### config.mk
export PLATFORM = sky130hd
export DESIGN_NAME = word_serializer_flat
export DESIGN_NICKNAME = d
export VERILOG_FILES = /design/src/rtl/word_serializer_if.sv /design/src/rtl/word_serializer.sv /design/src/flat_wrapper.sv
export SDC_FILE = /design/constraint.sdc
export NUM_CORES = 1
export LEC_CHECK = 0
export ABC_CLOCK_PERIOD_IN_PS = 2910
export CAP_MARGIN = 10
export CORE_MARGIN = 3
export CORE_UTILIZATION = 40
export DETAILED_ROUTE_END_ITERATION = 12
export DONT_BUFFER_PORTS = 1
export MAX_ROUTING_LAYER = met4
export SLEW_MARGIN = 10
export SYNTH_ARGS = -nofsm -noshare
export SYNTH_HDL_FRONTEND = slang
export SYNTH_SLANG_ARGS = --single-unit
### constraint.sdc
create_clock -name clock -period 2.91 [get_ports clock]
set_input_delay 0.582 -clock clock [delete_from_list [all_inputs] [get_ports clock]]
set_output_delay 0.582 -clock clock [all_outputs]
set_load 0.01 [all_outputs]
### src/rtl/word_serializer_if.sv
// Handshake bundle for word_serializer: a wide bundle in, one word per beat out.
interface word_serializer_if #(
  parameter int WORD_WIDTH  = 3,
  parameter int INPUT_COUNT = 9,
  parameter int ADDR_WIDTH  = 4
);
  localparam int TOTAL_WIDTH = WORD_WIDTH * INPUT_COUNT;

  logic                   in_valid;
  logic                   in_ready;
  logic [TOTAL_WIDTH-1:0] words_in;
  logic                   out_valid;
  logic                   out_ready;
  logic [WORD_WIDTH-1:0]  word_out;
  logic [ADDR_WIDTH-1:0]  selector;
  logic                   out_last;

  modport master (
    output in_valid, words_in, out_ready,
    input  in_ready, out_valid, word_out, selector, out_last
  );

  modport slave (
    input  in_valid, words_in, out_ready,
    output in_ready, out_valid, word_out, selector, out_last
  );
endinterface

### src/rtl/word_serializer.sv
// Captures a bundle of INPUT_COUNT words and emits them one per output handshake,
// word 0 first; a new bundle may be taken on the last beat without a bubble.
module word_serializer #(
  parameter int WORD_WIDTH  = 3,
  parameter int INPUT_COUNT = 9,
  parameter int ADDR_WIDTH  = 4
) (
  input logic              clock,
  input logic              reset,
  word_serializer_if.slave bus
);
  localparam int TOTAL_WIDTH = WORD_WIDTH * INPUT_COUNT;
  localparam logic [ADDR_WIDTH-1:0] SEL_ZERO = {ADDR_WIDTH{1'b0}};
  localparam logic [ADDR_WIDTH-1:0] SEL_ONE  = ADDR_WIDTH'(32'd1);
  localparam logic [ADDR_WIDTH-1:0] SEL_LAST = ADDR_WIDTH'(INPUT_COUNT - 1);

  typedef enum logic [0:0] {
    IDLE = 1'b0,
    SEND = 1'b1
  } state_t;

  state_t                 state_r;
  state_t                 state_s;
  logic [ADDR_WIDTH-1:0]  sel_r;
  logic [ADDR_WIDTH-1:0]  sel_s;
  logic [TOTAL_WIDTH-1:0] holding_r;
  logic [TOTAL_WIDTH-1:0] holding_s;
  logic                   last_s;
  logic                   in_ready_s;
  logic [WORD_WIDTH-1:0]  word_arr_s [INPUT_COUNT];

  assign last_s = (state_r == SEND) && (sel_r == SEL_LAST);

  // in_ready is forced low while reset is held so no bundle can be offered mid-reset
  assign in_ready_s = !reset && ((state_r == IDLE) || (last_s && bus.out_ready));

  // Slice the holding register into words so the output mux sees registers only
  always_comb begin
    for (int i = 0; i < INPUT_COUNT; i++) begin
      word_arr_s[i] = holding_r[i*WORD_WIDTH +: WORD_WIDTH];
    end
  end

  // Next-state, selector and holding-register update
  always_comb begin
    state_s   = state_r;
    sel_s     = sel_r;
    holding_s = holding_r;
    case (state_r)
      IDLE: begin
        if (bus.in_valid) begin
          holding_s = bus.words_in;
          sel_s     = SEL_ZERO;
          state_s   = SEND;
        end else begin
          state_s = IDLE;
        end
      end
      SEND: begin
        if (bus.out_ready) begin
          if (last_s) begin
            if (bus.in_valid) begin
              holding_s = bus.words_in;
              sel_s     = SEL_ZERO;
              state_s   = SEND;
            end else begin
              sel_s   = SEL_ZERO;
              state_s = IDLE;
            end
          end else begin
            sel_s = sel_r + SEL_ONE;
          end
        end else begin
          state_s = SEND;
        end
      end
      default: begin
        sel_s   = SEL_ZERO;
        state_s = IDLE;
      end
    endcase
  end

  // State registers with asynchronous clear
  always_ff @(posedge clock or posedge reset) begin
    if (reset) begin
      state_r   <= IDLE;
      sel_r     <= SEL_ZERO;
      holding_r <= {TOTAL_WIDTH{1'b0}};
    end else begin
      state_r   <= state_s;
      sel_r     <= sel_s;
      holding_r <= holding_s;
    end
  end

  assign bus.in_ready  = in_ready_s;
  assign bus.out_valid = (state_r == SEND);
  assign bus.out_last  = last_s;
  assign bus.selector  = sel_r;
  assign bus.word_out  = word_arr_s[sel_r];
endmodule
### src/flat_wrapper.sv
// flat-port wrapper written by rule: the top's interface ports become plain ports
module word_serializer_flat 
#(
  parameter int WORD_WIDTH  = 3,
  parameter int INPUT_COUNT = 9,
  parameter int ADDR_WIDTH  = 4
)
  (clock, reset, bus_in_valid, bus_words_in, bus_out_ready, bus_in_ready, bus_out_valid, bus_word_out, bus_selector, bus_out_last);
  word_serializer_if #(.WORD_WIDTH(WORD_WIDTH), .INPUT_COUNT(INPUT_COUNT), .ADDR_WIDTH(ADDR_WIDTH)) bus_i ();
  input logic clock;
  input logic reset;
  input wire logic [$bits(bus_i.in_valid)-1:0] bus_in_valid;
  input wire logic [$bits(bus_i.words_in)-1:0] bus_words_in;
  input wire logic [$bits(bus_i.out_ready)-1:0] bus_out_ready;
  output wire logic [$bits(bus_i.in_ready)-1:0] bus_in_ready;
  output wire logic [$bits(bus_i.out_valid)-1:0] bus_out_valid;
  output wire logic [$bits(bus_i.word_out)-1:0] bus_word_out;
  output wire logic [$bits(bus_i.selector)-1:0] bus_selector;
  output wire logic [$bits(bus_i.out_last)-1:0] bus_out_last;
  assign bus_i.in_valid = bus_in_valid;
  assign bus_i.words_in = bus_words_in;
  assign bus_i.out_ready = bus_out_ready;
  assign bus_in_ready = bus_i.in_ready;
  assign bus_out_valid = bus_i.out_valid;
  assign bus_word_out = bus_i.word_out;
  assign bus_selector = bus_i.selector;
  assign bus_out_last = bus_i.out_last;
  word_serializer #(.WORD_WIDTH(WORD_WIDTH), .INPUT_COUNT(INPUT_COUNT), .ADDR_WIDTH(ADDR_WIDTH)) u_core (.clock(clock), .reset(reset), .bus(bus_i));
endmodule
== After elaboration in Yosys (flattened, before gate mapping) ==
Index checks and enable logic that the tools add are counted.
Word-level totals
  register bits: 32
  input port bits: 31
  output and inout bits: 10
  logic and storage cells: 33
Operators by class
  add/subtract/negate cells: 1
  magnitude comparators: 1
  equality and inequality tests: 4
  multiplexer cells: 15
  bitwise gates (word level): 2
  reductions and logical operators: 7
Operators by type and width (number)
  $mux W27: 3
  $pmux W27 S2: 1
  $bmux W3 S4: 1
  $mux W4: 3
  $pmux W4 S2: 1
  $mux W3: 2
  $ne A2 B2 Y1 const B: 3
  $ge A5 B5 Y1 const B: 1
  $not A4 Y5: 1
  $add A4 B1 Y4 const B: 1
  $eq A4 B4 Y1 const B: 1
  $reduce_and A2 Y1: 2
  $logic_and A1 B1 Y1: 3
  $mux W1: 3
  $pmux W1 S2: 1
  $logic_not A1 Y1: 1
  $logic_or A1 B1 Y1: 1
  $not A1 Y1: 1

== Longest topological paths before layout ==
  depth after elaboration: 5
  depth in mapped cells: 8
  depth with buffers taken out: 5

== Worst setup path before layout ==
No wires, ideal clock.
  kind: register to output
  from: register u_core.sel_r[0], in the netlist u_core.bus.selector[0]
  to: output bus_in_ready
  data arrival time: 1.457 ns
  required time: 2.328 ns
  setup slack: 0.871 ns
  cell stages (with the launch flop): 8
  buffers on the path: 2
  path through: dfrtp_1 -> buf_2 -> buf_2 -> inv_1 -> ha_1 -> nand4b_4 -> and2_1 -> nor2_1
On the way
  longest elaborated chain between the ends: 5
RTL lines
  start, declared: line word_serializer.sv:24  | logic [ADDR_WIDTH-1:0] sel_r;
  start signal, assigned: line word_serializer.sv:92  | sel_r <= sel_s;
  $eq A4 B4 Y1: line word_serializer.sv:32  | assign last_s = (state_r == SEND) && (sel_r == SEL_LAST);
  $logic_and A1 B1 Y1: line word_serializer.sv:32
  $logic_and A1 B1 Y1: line word_serializer.sv:35  | assign in_ready_s = !reset && ((state_r == IDLE) || (last_s && bus.out_ready));
  $logic_or A1 B1 Y1: line word_serializer.sv:35
  $logic_and A1 B1 Y1: line word_serializer.sv:35
  end, declared: line flat_wrapper.sv:15  | output wire logic [$bits(bus_i.in_ready)-1:0] bus_in_ready;
Every way passes these cells.

== Worst setup path after layout ==
  from: register u_core.sel_r[0], in the netlist u_core.bus.selector[0]
  to: output bus_word_out[2]
On the way
  longest elaborated chain between the ends: 4
RTL lines
  $not A4 Y5 (implied by the code): line word_serializer.sv:101  | assign bus.word_out = word_arr_s[sel_r];
  $bmux W3 S4: line word_serializer.sv:101
  $mux W3 (implied by the code) (2 in a row): line word_serializer.sv:101
  end, declared: line flat_wrapper.sv:17  | output wire logic [$bits(bus_i.word_out)-1:0] bus_word_out;
Every way passes these cells. The select of a mux whose other input is x is not followed.

==> impl_metrics.yaml <==
clock_tree:
  cts-resized-gates: 0
  postCtsHoldBufs: 0
  cts_max_path_buffers: 2
  clock_sinks: 32
  clkTransAtPathRegs_ps: 60
  clk_latency_ps: 280
  cts_tree: "built"
  post-cts-setup-buffer-count: 0
  cts_buffers: 5
  cts_root_buffer: "clkbuf_8"
  htreeDepth: 2
synthesis:
  netlist_top_cells_area: "dfrtp_1, mux2_2, mux4_2"
  synthArstFlopShare_pct: 100
  synthAdderAreaFrac_pct: 1.58
  syn-cell-area_mm2: 0.00158
  yosys.area.top_type: "dfrtp_1"
  synth_top_family_by_area: "multiplexers"
  synth.top_cells.by_count: "dfrtp_1, mux2_2, nand2_1"
  ys_ff_latch: 32
  syn-num-nets: 151
  synth_edf_count: 0
  ys.flop_type: "dfrtp_1"
  syn_inst: 118
  ys_seq_area_share_pct: 50.6
  synth-xor-area-share_pct: 0.554
  yosysTopAreaCellShare_pct: 50.6
  syn_avg_cell_area_um2: 13.4
  synth_compound_area_share_pct: 5.78
  synth-simple-area-share_pct: 8.23
  yosys_warnings: 0
  synthMuxAreaShare_pct: 29.1
  ys_types: 26
timing:
  setup_viol: 0
  hold_viol: 0
  clock_skew_ps: 2.28
  period_needed_ps: 2570
  fmax_ghz: 0.389
  slew_headroom_pct: 53.6
  worstMarginPinSlew_ps: 696
  slew_violations: 0
  setup_ws_ps: 341
  period_share_pct: 88.3
  tns_ps: 0
  rsz0062_at_grt: "false"
power:
  power_frac_comb_pct: 31.7
  p_clk_share_pct: 21.9
  switching_share_pct: 31.9
  seqPwrFrac_pct: 46.4
  power.switching_uw: 593
  pwr_density_cell_mw_per_mm2: 1090
  ir_drop_v: 0.000427
  power.leakage_nw: 0.738
  p_int_mw: 1.27
global_route:
  grt.met2_usage_pct: 21.9
  grt_start_max_net_pins: 33
  grtUsageTotal_pct: 14.5
  overflow: 0
  use_met1_pct: 17.3
  met3_usage_pct: 4.86
  grt_pass1_vias: 1008
  busiest_layer: "met2"
  grt_antenna_before_repair: 0
  grt_pass1_wl_um: 4770
finish:
  ff_latch_area_um2: 801
  fin_cells: 168
  final_area_mm2: 0.00171
  final_util_pct: 45.7
  diodes: 0
  drive_above_1_share_pct: 40.0
  area_delta_synth_final_pct: 8.15
  nNetsFinal: 152
  fillers: 356
  multi_input_area_um2: 716
worst_setup_path:
  path_delay_family: "flip-flops"
  cpMaxStageDelayCell: "dfrtp_1"
  r2r-end: "u_core.holding_r[2]"
  crit_required_ps: 2330
  end_kind: "output port"
  crit_type: "reg2out"
  reg2regPathDepth: 6
  worst_path_largest_cell_delay_ps: 790
  rr_startpoint: "u_core.bus.selector[0]"
  crit_chain: "mux4_2, nor2_1, o31ai_1"
  critPathLaunchType: "flop"
  cp_num_buf_inv: 0
  r2r_setup_slack_ps: 740
  critPathMaxFanout: 16
  cp.arrival_ps: 1990
route:
  drt-vias-per-instance: 5.30
  drtIter0Drc: 41
  antenna_left: 0
  wl_um: 2960
  wl_per_cell_um: 17.6
  drc: 0
  num_vias: 891
  dr.pass1.iters: 3
placement:
  port_buffers: 0
  place_ws_ps: 643
  dp.cells: 160
  dp_hpwl_um: 2210
  dpl_cell_area_mm2: 0.00160
  finalWeightedCongestion: 0.687
floorplanning:
  fp.dieH_um: 68.9
  die_area_mm2: 0.00474
  core_area_mm2: 0.00374
  ioPinCount: 41
  initial_utilization_pct: 42.2
  num_rows: 22
  die_w_um: 68.9
run_status:
  status: "completed"
worst_hold_path:
  min_path_type: "in2async"
job:
  max_cap_violations: 0
## layout make-up
type / instances / area share (%)
inverter: 3 / 0.658
clock buffer: 6 / 4.24
multi-input combinational: 75 / 41.8
timing repair buffer: 2 / 0.878
tap: 48 / 3.51
sequential: 32 / 46.8
clock inverter: 2 / 2.05
## layer usage
metal / routed length [µm] / vias to the layer above
met5: 0 / -
met4: 47 / 0
met3: 209 / 5
met2: 1400 / 30
met1: 1300 / 437
li1: - / 419
## layout by cell type, fill, tap and decap left out, drive strengths merged, types with 3 or more instances in the layout
| master | n |
|---|---|
| clkbuf | 6 |
| o21ai | 3 |
| o31ai | 4 |
| mux2 | 34 |
| inv | 3 |
| nand2 | 7 |
| nor2 | 4 |
| mux4 | 3 |
| o22ai | 3 |
| dfrtp | 32 |
## cell families after synthesis
group	after synthesis
XOR/XNOR	1
adder cells (fa/ha/maj)	2
flip-flops	32
AND/OR/NAND/NOR	22
buffers and inverters	11
multiplexers	38
AO/OA/AOI/OAI	12
## registers in the layout, indices dropped and copies added (netlist names)
signal / cells
u_core.bus.out_valid: 1
u_core.holding_r: 27
u_core.bus.selector: 4
## worst max-delay path by stage
| stage | cells after the start | start | end |
|---|---|---|---|
| after CTS | 3 | u_core.bus.selector[0] | bus_word_out[2] |
| after global routing | 3 | u_core.bus.selector[0] | bus_word_out[2] |
| after floorplan | 7 | u_core.bus.selector[0] | bus_in_ready |
| after detailed placement | 3 | u_core.bus.selector[0] | bus_word_out[2] |
| after global placement | 3 | u_core.bus.selector[0] | bus_word_out[2] |
| final | 3 | u_core.bus.selector[0] | bus_word_out[2] |
## per-stage QoR
stage | power [mW] | hold slack [ps]
floorplan | 1.36 | 452
global placement | 1.44 | 482
detailed placement | 1.47 | 482
CTS | 1.88 | 285
global route | 1.99 | 306
finish | 1.86 | 269
## power by group through the flow
stage | Combinational, mW | Clock [mW] | Sequential, mW
floorplan | 0.611 | 0 | 0.747
global placement | 0.573 | 0 | 0.872
detailed placement | 0.595 | 0 | 0.878
CTS | 0.597 | 0.420 | 0.868
global route | 0.646 | 0.440 | 0.905
finish | 0.589 | 0.407 | 0.864
(Power assumes the default switching activity.)
